### src/rtl/memory_port_arbiter_pkg.sv
// Shared types for the single-port memory arbiter: FSM states and requester side.
package memory_port_arbiter_pkg;

  typedef enum logic [1:0] {
    IDLE   = 2'd0,
    I_WAIT = 2'd1,
    D_WAIT = 2'd2,
    RESP   = 2'd3
  } state_t;

  typedef enum logic {
    SIDE_I = 1'b0,
    SIDE_D = 1'b1
  } side_t;

endpackage

### src/rtl/memory_port_arbiter_fairness_counter.sv
// Saturating count of data grants made while fetch waits; forces a fetch grant at the limit.
module arb_fairness_counter #(
  parameter int BURST_MAX = 4
) (
  input  logic clock,
  input  logic reset,
  input  logic i_idle,
  input  logic i_fetch_req,
  input  logic i_data_grant,
  input  logic i_fetch_grant,
  output logic o_force_fetch
);

  localparam int CW = $clog2(BURST_MAX + 1);
  localparam logic [CW-1:0] CountMax = CW'(BURST_MAX);

  logic [CW-1:0] r_count;

  always_ff @(posedge clock or negedge reset) begin
    if (!reset) begin
      r_count <= '0;
    end else if (i_fetch_grant || (i_idle && !i_fetch_req)) begin
      r_count <= '0;
    end else if (i_data_grant && i_fetch_req && (r_count != CountMax)) begin
      r_count <= r_count + CW'(1);
    end
  end

  assign o_force_fetch = i_fetch_req && (r_count == CountMax);

endmodule

### src/rtl/memory_port_arbiter.sv
// Shares one single-ported memory between fetch and data; one transaction in flight, data first.
// MEMORY_PORT_ARBITER_FAIRNESS_EN bounds fetch starvation to DATA_BURST_MAX consecutive data grants.
module memory_port_arbiter
  import memory_port_arbiter_pkg::*;
#(
  parameter int ADDRESS_BITS   = 20,
  parameter int DATA_WIDTH     = 32,
  parameter int DATA_BURST_MAX = 4
) (
  input  logic                      clock,
  input  logic                      reset,
  input  logic                      i_read,
  input  logic [ADDRESS_BITS-1:0]   i_address,
  output logic                      i_ready,
  output logic                      i_valid,
  output logic [DATA_WIDTH-1:0]     i_data_out,
  output logic [ADDRESS_BITS-1:0]   i_address_out,
  input  logic                      d_read,
  input  logic                      d_write,
  input  logic [ADDRESS_BITS-1:0]   d_address,
  input  logic [DATA_WIDTH-1:0]     d_data_in,
  input  logic [DATA_WIDTH/8-1:0]   d_byte_en,
  output logic                      d_ready,
  output logic                      d_valid,
  output logic [DATA_WIDTH-1:0]     d_data_out,
  output logic [ADDRESS_BITS-1:0]   d_address_out,
  output logic                      mem_read,
  output logic                      mem_write,
  output logic [ADDRESS_BITS-1:0]   mem_address,
  output logic [DATA_WIDTH-1:0]     mem_data_out,
  output logic [DATA_WIDTH/8-1:0]   mem_byte_en,
  input  logic                      mem_ready,
  input  logic                      mem_valid,
  input  logic [DATA_WIDTH-1:0]     mem_data_in
);

  if (DATA_BURST_MAX < 1) begin : g_burst_check
    $error("DATA_BURST_MAX must be at least 1");
  end

  state_t                    r_state;
  state_t                    w_next_state;
  side_t                     r_side;
  logic [ADDRESS_BITS-1:0]   r_addr;
  logic [ADDRESS_BITS-1:0]   r_rsp_addr;
  logic [DATA_WIDTH-1:0]     r_rsp_data;
  logic                      w_idle;
  logic                      w_force_fetch;
  logic                      w_pick_d;
  logic                      w_pick_i;
  logic                      w_accept;

  // Commands only leave the block from IDLE, and never while reset is held.
  assign w_idle = reset && (r_state == IDLE);

`ifdef MEMORY_PORT_ARBITER_FAIRNESS_EN
  arb_fairness_counter #(
    .BURST_MAX     (DATA_BURST_MAX)
  ) u_fairness (
    .clock         (clock),
    .reset         (reset),
    .i_idle        (w_idle),
    .i_fetch_req   (i_read),
    .i_data_grant  (d_ready),
    .i_fetch_grant (i_ready),
    .o_force_fetch (w_force_fetch)
  );
`else
  assign w_force_fetch = 1'b0;
`endif

  always_ff @(posedge clock or negedge reset) begin
    if (!reset) begin
      r_state <= IDLE;
    end else begin
      r_state <= w_next_state;
    end
  end

  always_comb begin
    w_next_state = r_state;
    w_pick_d     = (d_read || d_write) && !w_force_fetch;
    w_pick_i     = i_read && !w_pick_d;
    mem_read     = w_idle && ((w_pick_d && d_read) || w_pick_i);
    mem_write    = w_idle && w_pick_d && d_write;
    mem_address  = '0;
    mem_data_out = '0;
    mem_byte_en  = '0;
    if (w_idle && w_pick_d) begin
      mem_address = d_address;
    end else if (w_idle && w_pick_i) begin
      mem_address = i_address;
    end
    if (mem_write) begin
      mem_data_out = d_data_in;
      mem_byte_en  = d_byte_en;
    end
    w_accept = (mem_read || mem_write) && mem_ready;
    i_ready  = w_accept && w_pick_i;
    d_ready  = w_accept && w_pick_d;

    // Stores are posted: an accepted write leaves the FSM in IDLE.
    case (r_state)
      IDLE:           if (w_accept && mem_read) w_next_state = w_pick_d ? D_WAIT : I_WAIT;
      I_WAIT, D_WAIT: if (mem_valid) w_next_state = RESP;
      RESP:           w_next_state = IDLE;
      default:        w_next_state = IDLE;
    endcase
  end

  always_ff @(posedge clock or negedge reset) begin
    if (!reset) begin
      r_side     <= SIDE_I;
      r_addr     <= '0;
      r_rsp_addr <= '0;
      r_rsp_data <= '0;
    end else begin
      if (w_accept) begin
        r_side <= w_pick_d ? SIDE_D : SIDE_I;
        r_addr <= mem_address;
      end
      if (((r_state == I_WAIT) || (r_state == D_WAIT)) && mem_valid) begin
        r_rsp_data <= mem_data_in;
        r_rsp_addr <= r_addr;
      end
    end
  end

  assign i_valid       = (r_state == RESP) && (r_side == SIDE_I);
  assign d_valid       = (r_state == RESP) && (r_side == SIDE_D);
  assign i_data_out    = r_rsp_data;
  assign d_data_out    = r_rsp_data;
  assign i_address_out = r_rsp_addr;
  assign d_address_out = r_rsp_addr;

endmodule

### config.mk
export PLATFORM = sky130hd
export DESIGN_NAME = memory_port_arbiter
export DESIGN_NICKNAME = d
export VERILOG_FILES = /design/src/rtl/memory_port_arbiter_pkg.sv /design/src/rtl/memory_port_arbiter_fairness_counter.sv /design/src/rtl/memory_port_arbiter.sv
export SDC_FILE = /design/constraint.sdc
export NUM_CORES = 1
export LEC_CHECK = 0
export ABC_CLOCK_PERIOD_IN_PS = 1560
export BUFFER_PORTS_ARGS = -buffer_cell sky130_fd_sc_hd__clkbuf_2
export CORE_MARGIN = 8
export CORE_UTILIZATION = 38
export DETAILED_ROUTE_END_ITERATION = 10
export GPL_ROUTABILITY_DRIVEN = 0
export PLACE_DENSITY = 0.77
export SYNTH_ARGS = -nofsm -noshare
export SYNTH_HDL_FRONTEND = slang
export SYNTH_SLANG_ARGS = --single-unit
### constraint.sdc
create_clock -name clock -period 1.56 [get_ports clock]
set_input_delay 0.156 -clock clock [delete_from_list [all_inputs] [get_ports clock]]
set_output_delay 0.156 -clock clock [all_outputs]
set_load 0.005 [all_outputs]
### Yosys cells after proc, flatten, opt, wreduce, memory -nomap -nowiden

Cells that the tools add are included.
W data, S select, Z words.

| operators by class | value |
|---|---|
| reductions and logical operators | 22 |
| equality and inequality tests | 5 |
| bitwise gates (word level) | 1 |
| muxes and demuxes | 9 |

Operators by type and width:

| kind | number |
|---|---|
| $mux W20 | 2 |
| $mux W32 | 1 |
| $logic_and A1 B1 Y1 | 14 |
| $mux W2 | 3 |
| $pmux W2 S3 | 1 |
| $eq A2 B2 Y1 const B | 2 |
| $logic_or A1 B1 Y1 | 4 |
| $mux W4 | 1 |
| $eq A2 B1 Y1 const B | 1 |
| $logic_not A2 Y1 | 1 |
| $ne A2 B1 Y1 const B | 1 |
| $ne A2 B2 Y1 const B | 1 |
| $reduce_and A2 Y1 | 1 |
| $reduce_or A2 Y1 | 1 |
| $logic_not A1 Y1 | 1 |
| $mux W1 | 1 |
| $not A1 Y1 | 1 |

| word-level totals | value |
|---|---|
| bits of input ports | 115 |
| logic and storage cells | 42 |
| register bits after elaboration | 75 |

### Longest topological paths before layout

| logic depth | value |
|---|---|
| word-level depth | 10 |
| mapped depth | 6 |
| depth with buffers taken out | 5 |

### Worst setup path before layout

OpenSTA, ideal clock, no wires.

| path | value |
|---|---|
| kind | register to register |
| start point | register r_state[0] |
| end point | register r_rsp_addr[17], in the netlist d_address_out[17] |
| path slack | -0.146 ns |
| stages on the path, launching flop included | 6 |
| setup time | 0.125 ns |
| path buffers | 1 |
| arrival | 1.582 ns |
| data required time | 1.435 ns |
| clock period less this slack | 1.706 ns |
| path through | dfrtp_1 > inv_1 > ha_1 > nand2_1 > clkbuf_1 > mux2_2 |

| on the way | value |
|---|---|
| longest elaborated chain between the ends | 3 |
| elaborated cells on any way between the ends | 4 |

RTL lines:

| item | line | RTL |
|---|---|---|
| start, declared | memory_port_arbiter.sv:41 | `state_t r_state;` |
| start signal, assigned | memory_port_arbiter.sv:76 | `r_state <= w_next_state;` |
| $eq A2 B1 Y1 or $eq A2 B2 Y1 (tied branches) | memory_port_arbiter.sv:122 | `if (((r_state == I_WAIT) \|\| (r_state == D_WAIT)) && mem_valid) begin` |
| $logic_or A1 B1 Y1 (*) | memory_port_arbiter.sv:122 |  |
| $logic_and A1 B1 Y1 (*) | memory_port_arbiter.sv:122 |  |
| end signal, assigned | memory_port_arbiter.sv:124 | `r_rsp_addr <= r_addr;` |
| end, declared | memory_port_arbiter.sv:45 | `logic [ADDRESS_BITS-1:0] r_rsp_addr;` |

Mark *: on every way between the ends. The rest lies on a longest branch, timed or not.
A chain may end at the register's enable or synchronous reset.

### Worst setup path after layout

| path | value |
|---|---|
| start point | register r_state[1] |
| end point | output mem_data_out[16] |

| on the way | value |
|---|---|
| longest elaborated chain between the ends | 5 |

RTL lines:

| item | line | RTL |
|---|---|---|
| $logic_not A2 Y1 | memory_port_arbiter.sv:54 | `assign w_idle = reset && (r_state == IDLE);` |
| $logic_and A1 B1 Y1 | memory_port_arbiter.sv:54 |  |
| $logic_and A1 B1 Y1 (2 in series) | memory_port_arbiter.sv:85 | `mem_write = w_idle && w_pick_d && d_write;` |
| $mux W32 | memory_port_arbiter.sv:94 | `if (mem_write) begin` |
| end, declared | memory_port_arbiter.sv:30 | `output logic [DATA_WIDTH-1:0] mem_data_out,` |

Every way passes these cells.

==> run metrics <==
Worst R2R End r_addr[10]; depth of the most critical reg-to-reg path 8; core area 10700 um2; distinct cell type count after synthesis 27; vias 3747; number of port buffers 280; #FFs+latches synth 75; CTS Buffer Depth 2; mux cell area share after synthesis 21.5%; cell taking the most area after synthesis dfrtp_1; fmax 0.545 GHz; Slew @ Worst Pin 0.840 ns; Worst Min Path Start mem_data_in[13]; Top Ports 281; R2R Setup Slk -0.21 ns; ys flop type dfrtp_1; drt total wl 13800 um; clock skew 0.0146 ns; PwrDens 1750 nW/um2; grt ovf 0; most numerous cell in the Yosys netlist dfrtp_1; ANT cells 0; status finished with violations; EDFF count, synth 0; Vias/cell 4.93; CTS Sinks 75; die width 120 um; top cell type's share of synthesized area 45.4%; ranking of synthesized cells by area dfrtp_1 45%, mux2_2 15%, buf_4 9.4%, mux2_4 6.5%, and2_1 5.9%; largest net degree at the start of global routing 70; mapped cell area 4140 um2; Worst setup EP type output pin; DP Wirelength 10900 um; vias in the first global route 4123; Synth Area in Simple Gates 9.01%; overall routing resource usage 17.7%; combinational family with the most area after synthesis multiplexers; crit path launch type register; Crit Path Max Fanout 18; failing checks setup timing; final non-filler cell area 5950 um2; Hold EP d_data_out[13]; count of endpoints failing setup in the final report 72; Finished Core Util 55.3%; routed len/inst 18.2 um; Yosys Warn Count 0; Net Count, Synth 486; final std cells w/o fill 760; root buffer cell clkbuf_8; peak supply drop 822 uV; share of cells above drive strength 1 67.1%; RSZ-0062 raised after global routing true; placed cell area 5440 um2; TritonRoute pass-1 iters 4; worst relative slew slack 44.0%; WHS Path Cells 2; initial antenna violation count 0; Die ar. 14500 um2; 1st-iter DRT viols 145; dpl cells 733; fin crit period 1.84 ns; Worst Path Class, Setup reg -> out; TritonCTS clock tree yes; leakage power total 3.21 nW; Synth Area in Adders 0.907%; first-pass GRT wire length 20700 um; WP data required 1.40 ns; Final ANT Viol Nets 0; # rows 38; H-tree levels 3; max_cap viols 0; Clk pin slew, worst setup/hold paths 0.09 ns; Synth-to-Final Area Change 43.7%; worst skew pair latency 0.35 ns; Initial Util 38.5%; Final Hold Fails 0; synth cell count leaders 75 x dfrtp_1, 55 x mux2_2, 52 x buf_4, 39 x and2_1, 38 x o21ai_0; post-synthesis sequential area ratio 45.4%; Compound-Gate Fraction of Synth Area 10.9%; Avg Cell Area, Syn 11.2 um2; RR Startpoint r_state[1]; Async SR Flop Fraction 100%; nets 733; post-route setup slack -0.275 ns; Die Span Y 120 um; Num CTS Buffers 9; max-slew violation count 0; drt drc 0; xor/xnor share of the synthesized area 0%; period utilisation layout 118%; Mapped Cells 368; Arr. time, crit path 1.68 ns; HP Class in -> reg
## placed cells by master (no fill, tap or decap), drive strengths merged, types with 2 or more instances in the layout
cell / Yosys / routed
a21boi: 2 / 2
a21oi: 3 / 3
a22o: 20 / 20
a2bb2oi: 2 / 2
and2: 39 / 39
and3: 2 / 2
buf: 59 / 71
bufinv: 0 / 2
clkbuf: 17 / 250
clkinv: 0 / 3
dfrtp: 75 / 75
ha: 3 / 3
inv: 3 / 4
mux2: 73 / 73
nand2: 21 / 21
nor2b: 2 / 2
o21ai: 40 / 40
## flip-flops by register name, summed over array words and instances, names as in the netlist
| name | flops |
|---|---|
| d_data_out | 32 |
| r_addr | 20 |
| r_side | 1 |
| d_address_out | 20 |
| r_state | 2 |
## layer usage
| layer | wire, um | global-route usage [%] | vias up | share of wire, % |
|---|---|---|---|---|
| met3 | 1510 | 7.18 | 12 | 11 |
| met4 | 170 | 5.39 | 0 | 1.2 |
| met2 | 7420 | 33.8 | 205 | 54 |
| li1 | - | - | 1711 | - |
| met1 | 4720 | 17.1 | 1819 | 34 |
| met5 | 0 | 0 | - | 0 |
## where the power goes
group / internal (mW) / switching (mW)
combinational: 3.04 / 2.01
sequential: 2.94 / 0.732
clock: 0.947 / 0.726
## how the worst max path moves through the flow
stage	startpoint	to	slack, ns	depth (start not counted)
final	r_state[1]	mem_data_out[16]	-0.28	6
after global routing	r_state[1]	mem_data_out[19]	-0.36	6
after CTS	r_state[0]	mem_byte_en[1]	-0.26	6
after detailed placement	r_state[0]	r_side	-0.06	5
after global placement	r_state[0]	r_side	-0.009	5
after floorplan	r_state[0]	d_address_out[0]	0.01	5
## layout make-up
type | instances | area (um2)
fillers | 928 | 4800
multi-input cells | 214 | 1810
repair buffers | 312 | 1840
inverters | 3 | 11.3
clock inverters | 6 | 87.6
well taps | 140 | 175
clock buffers | 10 | 138
flip-flops and latches | 75 | 1880
## cells by family (layout without fill, tap and decap cells)
family | after synthesis | after routing
DFF | 75 | 75
adders and majority gates | 3 | 3
buffers and inverters | 79 | 331
muxes | 73 | 73
AOI/OAI and AO/OA | 70 | 70
and+or+nand+nor | 68 | 68
## critical path: stages (launching register included)
cell,delay [ns]
dfrtp_1,0.40
inv_2,0.09
ha_4,0.16
and3_4,0.24
clkbuf_16,0.17
and2_1,0.14
clkbuf_2,0.11
## through the flow
step           hold WS, ns  setup TNS, ns  power, mW  setup slack (ns)
5_1_grt             0.0160         -20.74       11.1            -0.358
3_5_place_dp       0.00946          -1.00       8.45           -0.0600
3_3_place_gp        0.0121        -0.0184       8.23          -0.00937
2_1_floorplan       -0.140              0       6.81            0.0113
6_report            0.0393         -15.46       10.4            -0.275
4_1_cts             0.0160         -13.52       10.3            -0.259
## what timing repair did
action | in CTS | in global routing
resized for setup | 20 | 63
hold buffers | 1 | 0
cloned | 1 | 3
pin swaps | 1 | 2
endpoints found under the hold margin | 6 | 0
endpoints found under the setup margin | 132 | 92
buffers inserted | 3 | 7
(Power assumes the default switching activity.)
